`config.mk`:
```
export PLATFORM = sky130hd
export DESIGN_NAME = wb_port_arbiter
export DESIGN_NICKNAME = d
export VERILOG_FILES = /design/src/rtl/wb_port_arbiter.sv
export SDC_FILE = /design/constraint.sdc
export NUM_CORES = 1
export LEC_CHECK = 0
export CAP_MARGIN = 20
export CELL_PAD_IN_SITES_DETAIL_PLACEMENT = 1
export CELL_PAD_IN_SITES_GLOBAL_PLACEMENT = 1
export CORE_MARGIN = 3
export CORE_UTILIZATION = 35
export DETAILED_ROUTE_END_ITERATION = 16
export GPL_ROUTABILITY_DRIVEN = 1
export PLACE_DENSITY_LB_ADDON = 0.1
export SETUP_SLACK_MARGIN = 0.4
export SLEW_MARGIN = 20
export SYNTH_ARGS = -nofsm -noshare
export SYNTH_HDL_FRONTEND = slang
export SYNTH_SLANG_ARGS = --single-unit
```
`constraint.sdc`:
```
create_clock -name clk -period 4.7 [get_ports clk]
set_clock_uncertainty 0.2 [all_clocks]
set_input_delay 0.47 -clock clk [delete_from_list [all_inputs] [get_ports clk]]
set_output_delay 0.47 -clock clk [all_outputs]
set_load 0.005 [all_outputs]
```
`src/rtl/wb_port_arbiter.sv`:
```
// Two-requester register-file write-port arbiter: each requester owns a one-entry
// holding slot, slots are drained round-robin into registered write-port outputs.
module wb_port_arbiter (
  input  logic        clk,
  input  logic        rst,
  input  logic        req0_valid,
  output logic        req0_ready,
  input  logic [4:0]  req0_addr,
  input  logic [31:0] req0_data,
  input  logic        req1_valid,
  output logic        req1_ready,
  input  logic [4:0]  req1_addr,
  input  logic [31:0] req1_data,
  input  logic        rf_hold,
  output logic        rf_we,
  output logic [4:0]  rf_waddr,
  output logic [31:0] rf_wdata,
  output logic        sel,
  output logic [1:0]  pending
);

  logic        full0_q, full0_d, full1_q, full1_d;
  logic [4:0]  addr0_q, addr0_d, addr1_q, addr1_d;
  logic [31:0] data0_q, data0_d, data1_q, data1_d;
  logic        last_grant_q, last_grant_d;
  logic        rf_we_q, rf_we_d;
  logic [4:0]  rf_waddr_q, rf_waddr_d;
  logic [31:0] rf_wdata_q, rf_wdata_d;
  logic        sel_q, sel_d;

  logic        grant_vld, grant_idx, grant0, grant1, acc0, acc1;
  logic [4:0]  g_addr;
  logic [31:0] g_data;

  // Arbitration and handshake: ties go to the slot not granted last.
  always_comb begin
    grant_vld = 1'b0;
    grant_idx = 1'b0;
    if (rf_hold) begin
      grant_vld = 1'b0;
      grant_idx = 1'b0;
    end else begin
      case ({full1_q, full0_q})
        2'b01:   begin grant_vld = 1'b1; grant_idx = 1'b0;          end
        2'b10:   begin grant_vld = 1'b1; grant_idx = 1'b1;          end
        2'b11:   begin grant_vld = 1'b1; grant_idx = ~last_grant_q; end
        default: begin grant_vld = 1'b0; grant_idx = 1'b0;          end
      endcase
    end
    grant0     = grant_vld & ~grant_idx;
    grant1     = grant_vld & grant_idx;
    g_addr     = grant_idx ? addr1_q : addr0_q;
    g_data     = grant_idx ? data1_q : data0_q;
    // Slots read as empty while reset is applied.
    req0_ready = rst | ~full0_q | grant0;
    req1_ready = rst | ~full1_q | grant1;
    acc0       = req0_valid & req0_ready;
    acc1       = req1_valid & req1_ready;
  end

  // Next-state for slots, round-robin pointer and write-port registers.
  always_comb begin
    full0_d = (full0_q & ~grant0) | acc0;
    full1_d = (full1_q & ~grant1) | acc1;
    addr0_d = acc0 ? req0_addr : addr0_q;
    data0_d = acc0 ? req0_data : data0_q;
    addr1_d = acc1 ? req1_addr : addr1_q;
    data1_d = acc1 ? req1_data : data1_q;
    last_grant_d = last_grant_q;
    rf_we_d      = 1'b0;
    rf_waddr_d   = rf_waddr_q;
    rf_wdata_d   = rf_wdata_q;
    sel_d        = sel_q;
    if (grant_vld) begin
      // Register 0 writes still drain the slot and count for round-robin.
      rf_we_d      = (g_addr != 5'd0);
      rf_waddr_d   = g_addr;
      rf_wdata_d   = g_data;
      sel_d        = grant_idx;
      last_grant_d = grant_idx;
    end else begin
      rf_we_d      = 1'b0;
      last_grant_d = last_grant_q;
    end
  end

  // State registers with synchronous reset taking priority over everything.
  always_ff @(posedge clk) begin
    if (rst) begin
      full0_q      <= 1'b0;
      full1_q      <= 1'b0;
      addr0_q      <= 5'd0;
      data0_q      <= 32'd0;
      addr1_q      <= 5'd0;
      data1_q      <= 32'd0;
      last_grant_q <= 1'b1;
      rf_we_q      <= 1'b0;
      rf_waddr_q   <= 5'd0;
      rf_wdata_q   <= 32'd0;
      sel_q        <= 1'b0;
    end else begin
      full0_q      <= full0_d;
      full1_q      <= full1_d;
      addr0_q      <= addr0_d;
      data0_q      <= data0_d;
      addr1_q      <= addr1_d;
      data1_q      <= data1_d;
      last_grant_q <= last_grant_d;
      rf_we_q      <= rf_we_d;
      rf_waddr_q   <= rf_waddr_d;
      rf_wdata_q   <= rf_wdata_d;
      sel_q        <= sel_d;
    end
  end

  assign rf_we    = rf_we_q;
  assign rf_waddr = rf_waddr_q;
  assign rf_wdata = rf_wdata_q;
  assign sel      = sel_q;
  assign pending  = {full1_q, full0_q};

endmodule

```
---- Yosys cells after proc, flatten, opt, wreduce, memory -nomap -nowiden ----
Cells that the tools add are included.
word-level totals
  register bits after elaboration ......... 116
  input bits .............................. 79
  output and inout bits ................... 43
  word-level logic and storage cells ...... 42
operators by class
  equal/unequal tests ..................... 3
  muxes and demuxes ....................... 6
  bitwise logic cells ..................... 19
  reduce and logical (&&, ||, !) cells .... 3
operators with widths
  cell                number
  $mux 32             1
  $not 1->1           7
  $and 1x1->1         6
  $or 1x1->1          6
  $mux 5              1
  $reduce_bool 5->1   1
  $eq 2x2->1 const B  2
  $mux 1              3
  $reduce_or 3->1     1
  $eq 2x1->1 const B  1
  $pmux 1 s2          1
  $reduce_or 2->1     1

---- Logic depth before layout (Yosys ltp) ----
Gate-level depths: netlist of the first run.
  word-level depth ........................ 8
  mapped depth ............................ 6
  mapped depth without buffers ............ 3

---- Worst setup path before layout of the first run ----
Ideal clock, no wire load.
  path kind ............................... in2out
  from .................................... input rst
  to ...................................... output req1_ready
  arrival ................................. 1.169 ns
  required time ........................... 4.030 ns
  setup slack ............................. 2.861 ns
  cell stages on the path ................. 5
  path buffers ............................ 3
  path through ............................ buf_4 -> inv_1 -> buf_2 -> buf_2 -> nand3_1
between the ends
  word-level cells in the longest chain between the ends .. 2
ends and longest elaborated chain
  what                      line  text
  start, declared           5     input logic rst,
  $or 1x1->1 (2 in series)  56    req1_ready = rst | ~full1_q | grant1;
  end, declared             11    output logic req1_ready,
Every way passes these cells.

---- Worst setup path after layout of the first run ----
Ends and elaborated chain as after synthesis.

==> qor.txt, run 1 <==
outcome -> finished clean
Clock Sinks -> 116
Die ar. -> 0.0158 sq mm
fin nets -> 744
GRT overflow -> 0
ant diodes -> 0
hold path cells -> 2
max incr delay on CP -> 0.66 ns
reg2reg path depth -> 4
VDD IR max -> 259 uV
count of cell types in the netlist -> 31
syn_nets -> 664
number of buffers and inverters on the critical path -> 3
Vias/cell -> 5.49
GR Util All Layers -> 19.8%
worst slew pin tran -> 0.996 ns
worst path arrival time -> 2.26 ns
vias -> 4,703
Final Setup Violations -> 0
post-cts resize count -> 0
Crit path top cell by count -> clkdlybuf4s50_1
CTS tree -> built
Seq/Total Area, Yosys -> 46.3%
P_leak -> 2.43 nW
Setup WS post-layout -> 1.77 ns
power share of the clock group -> 45.1%
Req. time, crit path -> 4.03 ns
Top Family by Delay on Critical Path -> buffers and inverters
Final Slew Violations -> 0
Chip Height -> 126 um
pre-CTS WS -> 1.72 ns
slowest CP cell -> clkdlybuf4s50_1
clock root buffer -> clkbuf_16
worst-path cell chain -> clkdlybuf4s50_1 -> inv_4 -> nand3_1 -> clkdlybuf4s50_1
Ys Warns -> 0
Peak Freq -> 341 MHz
final setup TNS -> 0 ns
CORE AREA -> 0.0139 sq mm
io pins -> 122
TritonCTS Buffers -> 17
vias in the first global route -> 4,855
Min-Delay Path Class -> register to register
Slew Limit Headroom -> 33.6%
Hold Buf Count CTS -> 0
DRC -> 0
Crit Path Class -> primary input to output port
Hold Vio Cnt, Final -> 0
Logic pwr share -> 13.7%
Seq cells post-synth -> 116
Worst path depth -> 4
placed cell count -> 826
CTS max path bufs -> 2
RSZ-0062 raised after global routing -> false
largest net degree at the start of global routing -> 75
Setup Buffers After CTS -> 0
internal power -> 0.00201 W
RD Place Congestion -> 0.782
switch share -> 24.8%
post-route ant nets -> 0
area grow syn2layout -> 33.4%
post-route minimum period -> 2.93 ns
share of layout cells above drive strength 1 -> 6.79%
Total Wirelength -> 15.5 mm
Netlist Area Pre-Place -> 0.00501 sq mm
Max-Cap Viols -> 0
Max H-tree Level -> 4
power density of the placed cells -> 400 mW/mm^2
main area contributors after synthesis -> dfxtp_1 46%, nand2_1 8.7%, mux2i_1 7.8%
Initial Utilization -> 36.0%
DIE WIDTH -> 126 um
DP HPWL -> 9.61 mm
Total Power -> 0.00268 W
Synth area leader -> dfxtp_1
clock-pin slew on the worst setup and hold paths -> 0.05 ns
crit end category -> output port
Yosys top cell area share -> 46.3%
Sw Pwr -> 0.000664 W
drt initial violations -> 274
Final Instance Area -> 0.00669 sq mm
worst skew pair latency -> 0.41 ns
Seq pwr share -> 41.2%
DP Area -> 0.00612 sq mm
first-pass GRT wire length -> 24.9 mm
Period Utilization, post-route -> 62.4%
I/O Buffers -> 121
Max FO, Critical Path -> 57
Syn Inst Count -> 585
DR WL/cell -> 18.1 um
antenna violations before repair -> 0
CP Launch Type -> primary input
DRT Pass-1 Iters -> 4
Rows -> 43
syn avg cell area -> 8.57 sq um
Non-Filler Instances -> 857
## worst paths after layout
| path | start | endpoint | slack, ns |
|---|---|---|---|
| setup / recovery | rst | req1_ready | 1.77 |
| hold / removal | data1_q[7] | data1_q[7] | 0.25 |
| setup reg to reg | full1_q | addr1_q[0] | 2.19 |
| hold reg to reg | data1_q[7] | data1_q[7] | 0.25 |
## final cells by class
| cell class | instances | area, sq um |
|---|---|---|
| clock buffer | 28 | 547 |
| inverter | 3 | 13.8 |
| timing repair buffer | 130 | 1280 |
| tap | 180 | 225 |
| fill | 1592 | 7250 |
| clock inverter | 3 | 15.0 |
| multi-input combinational | 397 | 2280 |
| sequential | 116 | 2320 |
## layout by cell type (no fill, tap or decap), types with 8 or more instances in the layout
cell               n
a31oi_1           35
buf_4              9
clkbuf_16         17
clkbuf_8           8
clkdlybuf4s50_1  121
dfxtp_1          115
mux2i_1           39
nand2_1          116
nand3_1           37
o2111ai_1         35
o21ai_0           76
o21ai_1           30
## worst min-delay path: cells and delay by family (launching register included)
family | cells | cell delay (ns)
AO/OA/AOI/OAI | 1 | 0.05
AND/OR/NAND/NOR | 1 | 0.05
flip-flops | 1 | 0.30
## cell usage after synthesis
master,instances
o2111ai_1,35
dfxtp_1,116
o21ba_2,1
o21ai_1,30
buf_12,3
mux2i_1,39
nor2b_4,1
nand2b_1,1
nand2_1,116
a31oi_1,35
or4_1,2
nand3_1,37
a2111oi_0,2
a21oi_2,1
a21oi_1,2
o21bai_1,1
o21ai_0,76
buf_2,28
a211oi_1,2
buf_6,5
nor3_1,2
o22ai_2,1
buf_4,8
inv_2,1
inv_1,2
nor2_1,6
clkbuf_1,25
a21o_1,1
o31a_1,1
nor4_1,4
and2b_4,1
## through the flow
| step | hold WS, ns | utilization, % |
|---|---|---|
| 6_report | 0.250 | 48.0 |
| 4_1_cts | 0.252 | 48.0 |
| 5_1_grt | 0.260 | 48.0 |
| 3_5_place_dp | 0.244 | 44.0 |
| 2_1_floorplan | 0.229 | - |
| 3_3_place_gp | 0.239 | 44.0 |
## sequential cells by signal, indices dropped and copies added, names as in the netlist
signal	cells
last_grant_q	1
full1_q	1
data0_q	32
addr0_q	5
data1_q	32
rf_waddr	5
rf_wdata	32
sel	1
full0_q	1
addr1_q	5
rf_we	1
## cell families after synthesis
| kind of cell | count (synthesis) | share of synthesized area, % |
|---|---|---|
| AO/OA/AOI/OAI | 188 | 23.0 |
| AND/OR/NAND/NOR | 170 | 14.4 |
| flip-flops | 116 | 46.3 |
| buffers and inverters | 72 | 8.41 |
| multiplexers | 39 | 7.79 |
## power by group through the flow
stage	registers, W	logic [W]	clock network [W]
after detailed placement	0.00112	0.000369	0
final	0.00110	0.000367	0.00121
after global placement	0.00112	0.000358	0
after CTS	0.00110	0.000373	0.00123
after floorplan	0.00111	0.000210	0
after global routing	0.00111	0.000406	0.00128
## per-layer routing
layer / global-route usage, % / vias to the layer above / wire [um] / share of wire [%]
met1: 24.7 / 2302 / 7080 / 46
met3: 5.05 / 21 / 666 / 4.3
met2: 33.1 / 115 / 7470 / 48
met4: 7.53 / 0 / 310 / 2.0
met5: 0 / - / 0 / 0
li1: - / 2265 / - / -
Power figures use the tool's default switching activity.
==> run 2: changes to the inputs <==
--- a/config.mk
+++ b/config.mk
@@ -9,7 +9,7 @@
 export CELL_PAD_IN_SITES_DETAIL_PLACEMENT = 1
 export CELL_PAD_IN_SITES_GLOBAL_PLACEMENT = 1
 export CORE_MARGIN = 3
-export CORE_UTILIZATION = 35
+export CORE_UTILIZATION = 33
 export DETAILED_ROUTE_END_ITERATION = 16
 export GPL_ROUTABILITY_DRIVEN = 1
 export PLACE_DENSITY_LB_ADDON = 0.1
==> constraint.sdc (replaced) <==
create_clock -name clk -period 2.48 [get_ports clk]
set_clock_uncertainty 0.2 [all_clocks]
set_input_delay 0.248 -clock clk [delete_from_list [all_inputs] [get_ports clk]]
set_output_delay 0.248 -clock clk [all_outputs]
set_load 0.005 [all_outputs]
==> qor.txt, run 2 (same netlist as run 1, synthesis figures left out) <==
FF-to-FF End -> addr1_q[3]
Reg2Reg Setup Slack -> 0.63 ns
Filler cells -> 1,714
GRT overflow -> 0
Hold Buf Count CTS -> 0
Max FO, Critical Path -> 20
area of the multi-input gates -> 0.00228 sq mm
RD Place Congestion -> 0.769
io pins -> 122
antenna violations before repair -> 0
DP HPWL -> 10.1 mm
Initial Utilization -> 34.1%
slowest CP cell -> clkdlybuf4s50_1
Total Power -> 0.00504 W
clock-pin slew on the worst setup and hold paths -> 0.05 ns
GR Util met1 -> 22.8%
layer with the highest usage -> met2
clock root buffer -> clkbuf_16
outcome -> finished clean
Min-Delay Path Class -> primary input to register
vias in the first global route -> 4,780
max incr delay on CP -> 0.52 ns
Slew Limit Headroom -> 45.6%
DIE WIDTH -> 129 um
Hold Path Sink -> data0_q[30]
FF/Latch Area -> 0.00233 sq mm
reg2reg start -> full1_q
largest net degree at the start of global routing -> 76
Final Slew Violations -> 0
post-route minimum period -> 2.00 ns
Period Utilization, post-route -> 80.7%
worst path arrival time -> 1.55 ns
worst-path cell chain -> buf_8 -> clkdlybuf4s50_1
Die ar. -> 0.0167 sq mm
RSZ-0062 raised after global routing -> false
Total Wirelength -> 15.5 mm
worst slew pin tran -> 0.815 ns
Rows -> 44
Final Setup Violations -> 0
drt initial violations -> 268
Max H-tree Level -> 4
hold path start -> req0_data[30]
fin nets -> 755
DP Area -> 0.00623 sq mm
CTS tree -> built
CORE AREA -> 0.0147 sq mm
CP Launch Type -> register
final setup TNS -> 0 ns
met3 Resource Use GR -> 5.56%
DR WL/cell -> 17.8 um
share of layout cells above drive strength 1 -> 8.58%
Final Instance Area -> 0.00681 sq mm
Vias/cell -> 5.35
Max-Cap Viols -> 0
commonest cells after routing, fill and taps aside -> 117 x clkdlybuf4s50_1, 116 x nand2_1, 113 x dfxtp_1
DRT Pass-1 Iters -> 4
reg2reg path depth -> 3
P_leak -> 2.50 nW
TritonCTS Buffers -> 17
CTS max path bufs -> 2
GR Util met2 -> 31.7%
GR Util All Layers -> 18.9%
area grow syn2layout -> 35.9%
ant diodes -> 0
Hold Vio Cnt, Final -> 0
VDD IR max -> 459 uV
Req. time, crit path -> 2.03 ns
most common cell after layout, fill and taps aside -> clkdlybuf4s50_1
Chip Height -> 129 um
crit end category -> output port
Crit Path Class -> register to output port
Clock Sinks -> 116
DRC -> 0
power density of the placed cells -> 740 mW/mm^2
hold path cells -> 3
Peak Freq -> 500 MHz
worst skew pair latency -> 0.41 ns
post-route ant nets -> 0
vias -> 4,668
I/O Buffers -> 121
first-pass GRT wire length -> 24.6 mm
## run 2: routing by layer
| metal | wire length (um) | vias to the layer above |
|---|---|---|
| met1 | 6880 | 2246 |
| met2 | 7540 | 110 |
| met4 | 322 | 0 |
| li1 | - | 2284 |
| met5 | 0 | - |
| met3 | 753 | 28 |
## run 2: worst max path at each step
stage,end,slack (ns),start,cells after the start
6_report,pending[1],0.48,full1_q,2
5_1_grt,pending[1],0.41,full1_q,2
4_1_cts,pending[1],0.38,full1_q,2
3_5_place_dp,addr1_q[2],0.08,rf_hold,4
3_3_place_gp,data1_q[0],0.20,rf_hold,4
2_1_floorplan,addr0_q[0],1.0,full1_q,6
## run 2: critical path: cells and delay by family, from the launching register on
kind,cells,cell delay (ns)
buffers and inverters,2,0.72
flip-flops,1,0.42
## run 2: final cells by class
| class | instances | area share (%) |
|---|---|---|
| well taps | 184 | 3.38 |
| flip-flops and latches | 116 | 34.2 |
| multi-input cells | 397 | 33.5 |
| inverters | 3 | 0.202 |
| clock buffers | 27 | 7.68 |
| clock inverters | 4 | 0.294 |
| repair buffers | 141 | 20.7 |
## run 2: timing repair
action,CTS,global route
buffers inserted,0,3
pin swaps,0,0
resized for setup,7,1
setup endpoints to repair,3,1
## run 2: power by group
group          internal (W)  total (W)  switching [W]
clock               0.00142    0.00223       0.000804
combinational      0.000356   0.000717       0.000361
sequential          0.00201    0.00209      0.0000854
## run 2: metrics by stage
| step | std cells | utilization [%] | worst slack [ns] | hold slack, ns |
|---|---|---|---|---|
| final | 872 | 46.3 | 0.479 | 0.191 |
| after global routing | 872 | 46.3 | 0.409 | 0.192 |
| after CTS | 869 | 46.1 | 0.379 | 0.176 |
| after detailed placement | 838 | 42.4 | 0.0814 | 0.244 |
| after global placement | 838 | 42.4 | 0.197 | 0.236 |
| after floorplan | 585 | - | 0.997 | 0.190 |
==> run 3: changes to the inputs <==
==> constraint.sdc (replaced) <==
create_clock -name clk -period 1.7 [get_ports clk]
set_clock_uncertainty 0.2 [all_clocks]
set_input_delay 0.17 -clock clk [delete_from_list [all_inputs] [get_ports clk]]
set_output_delay 0.17 -clock clk [all_outputs]
set_load 0.005 [all_outputs]
==> qor.txt, run 3 (same netlist as run 1, synthesis figures left out) <==
outcome -> finished with violations
Total Power -> 0.00893 W
FF-to-FF End -> data0_q[17]
Setup WS post-layout -> -0.0223 ns
Rows -> 44
Clock Sinks -> 116
worst path arrival time -> 1.86 ns
DP HPWL -> 10.7 mm
CP Launch Type -> register
max incr delay on CP -> 0.32 ns
CTS max path bufs -> 2
worst skew pair latency -> 0.42 ns
clock root buffer -> clkbuf_16
Max-Cap Viols -> 0
Reg2Reg Setup Slack -> -0.02 ns
Hold Buf Count CTS -> 0
VDD IR max -> 735 uV
Final Setup Violations -> 4
vias -> 5,112
fin nets -> 819
largest net degree at the start of global routing -> 73
Hold Path Sink -> addr0_q[3]
Crit path top cell by count -> buf_6
Initial Utilization -> 34.1%
drt initial violations -> 309
Period Utilization, post-route -> 101%
slowest CP cell -> dfxtp_2
Crit Path Class -> register to register
area grow syn2layout -> 66.9%
post-route ant nets -> 0
Die ar. -> 0.0167 sq mm
DR WL/cell -> 21.2 um
hold path cells -> 3
io pins -> 122
first-pass GRT wire length -> 28.0 mm
clock-pin slew on the worst setup and hold paths -> 0.05 ns
number of buffers and inverters on the critical path -> 3
hold path start -> req0_addr[3]
CORE AREA -> 0.0147 sq mm
worst-path cell chain -> buf_6 -> nor2b_4 -> buf_6 -> o22ai_4 -> buf_12 -> mux2i_1
power density of the placed cells -> 1070 mW/mm^2
P_leak -> 3.20 nW
Top Family by Delay on Critical Path -> buffers and inverters
Max H-tree Level -> 4
Min-Delay Path Class -> primary input to register
DP Area -> 0.00648 sq mm
post-route minimum period -> 1.72 ns
DIE WIDTH -> 129 um
Peak Freq -> 581 MHz
ant diodes -> 0
share of layout cells above drive strength 1 -> 38.9%
crit end category -> register
GR Util All Layers -> 21.8%
DRC -> 0
I/O Buffers -> 121
most common cell after layout, fill and taps aside -> nand2_1
Final Instance Area -> 0.00836 sq mm
GRT overflow -> 0
Final Slew Violations -> 0
reg2reg path depth -> 6
Vias/cell -> 5.46
Total Wirelength -> 19.9 mm
RD Place Congestion -> 0.787
worst slew pin tran -> 0.356 ns
final core utilization -> 56.9%
failing checks -> negative setup slack
DRT Pass-1 Iters -> 5
Hold Vio Cnt, Final -> 0
Chip Height -> 129 um
reg2reg start -> full0_q
antenna violations before repair -> 0
TritonCTS Buffers -> 17
vias in the first global route -> 5,221
RSZ-0062 raised after global routing -> true
Max FO, Critical Path -> 17
Slew Limit Headroom -> 76.1%
CTS tree -> built
commonest cells after routing, fill and taps aside -> 115 x nand2_1, 78 x clkdlybuf4s50_1, 74 x dfxtp_1
Req. time, crit path -> 1.84 ns
## run 3: cell types whose count changed in the layout (fill, tap and decap cells not counted), moves of 36 or more
cell	change
buf_2	+38
clkdlybuf4s50_1	-39
dfxtp_1	-39
dfxtp_2	+36
o21ai_0	-73
o21ai_2	+39
## run 3: through the flow
stage / std cells / worst slack [ns] / hold slack (ns) / setup TNS (ns)
after floorplan: 585 / 0.266 / 0.112 / 0
after global placement: 857 / -0.215 / 0.239 / -18.68
after CTS: 919 / 0.0242 / 0.0853 / 0
final: 937 / -0.0223 / 0.105 / -0.0478
after global routing: 937 / -0.0693 / 0.102 / -1.85
after detailed placement: 857 / -0.288 / 0.244 / -24.95
## run 3: what timing repair did
item	in CTS	in global routing
buffers inserted	23	12
setup endpoints to repair	159	122
pin swaps	6	31
resized for setup	258	127
cloned	7	6
## run 3: layout make-up
| type | instances | area, sq um |
|---|---|---|
| Timing Repair Buffer | 205 | 2160 |
| Clock inverter | 8 | 194 |
| Fill cell | 1581 | 6340 |
| Tap cell | 184 | 230 |
| Inverter | 3 | 16.3 |
| Sequential cell | 116 | 2380 |
| Multi-Input combinational cell | 397 | 2880 |
| Clock buffer | 24 | 492 |
## run 3: worst max-delay path by stage
stage	start	endpoint	slack, ns	depth (start not counted)
2_1_floorplan	full1_q	addr0_q[0]	0.27	6
3_3_place_gp	rf_hold	rf_wdata[24]	-0.21	6
3_5_place_dp	rf_hold	rf_wdata[0]	-0.29	6
4_1_cts	full0_q	data0_q[27]	0.02	6
5_1_grt	full0_q	data0_q[17]	-0.07	6
6_report	full0_q	data0_q[17]	-0.02	6
## run 3: routing by layer
layer	track usage (%)	wire [um]	vias up
met4	8.34	343	0
met2	37.3	10000	120
li1	-	-	2430
met3	5.56	966	29
met1	26.3	8530	2533
met5	0	0	-
## run 3: worst min-delay path, delay by kind of cell
family / cells / cell delay (ns)
muxes: 1 / 0.06
and+or+nand+nor: 1 / 0.05
buffers and inverters: 1 / 0.39
## run 3: power breakdown
group | internal [W] | total (W) | leakage (nW) | switching (W)
registers | 0.00294 | 0.00309 | 0.973 | 0.000153
logic | 0.000834 | 0.00164 | 1.90 | 0.000804
clock network | 0.00291 | 0.00420 | 0.335 | 0.00129
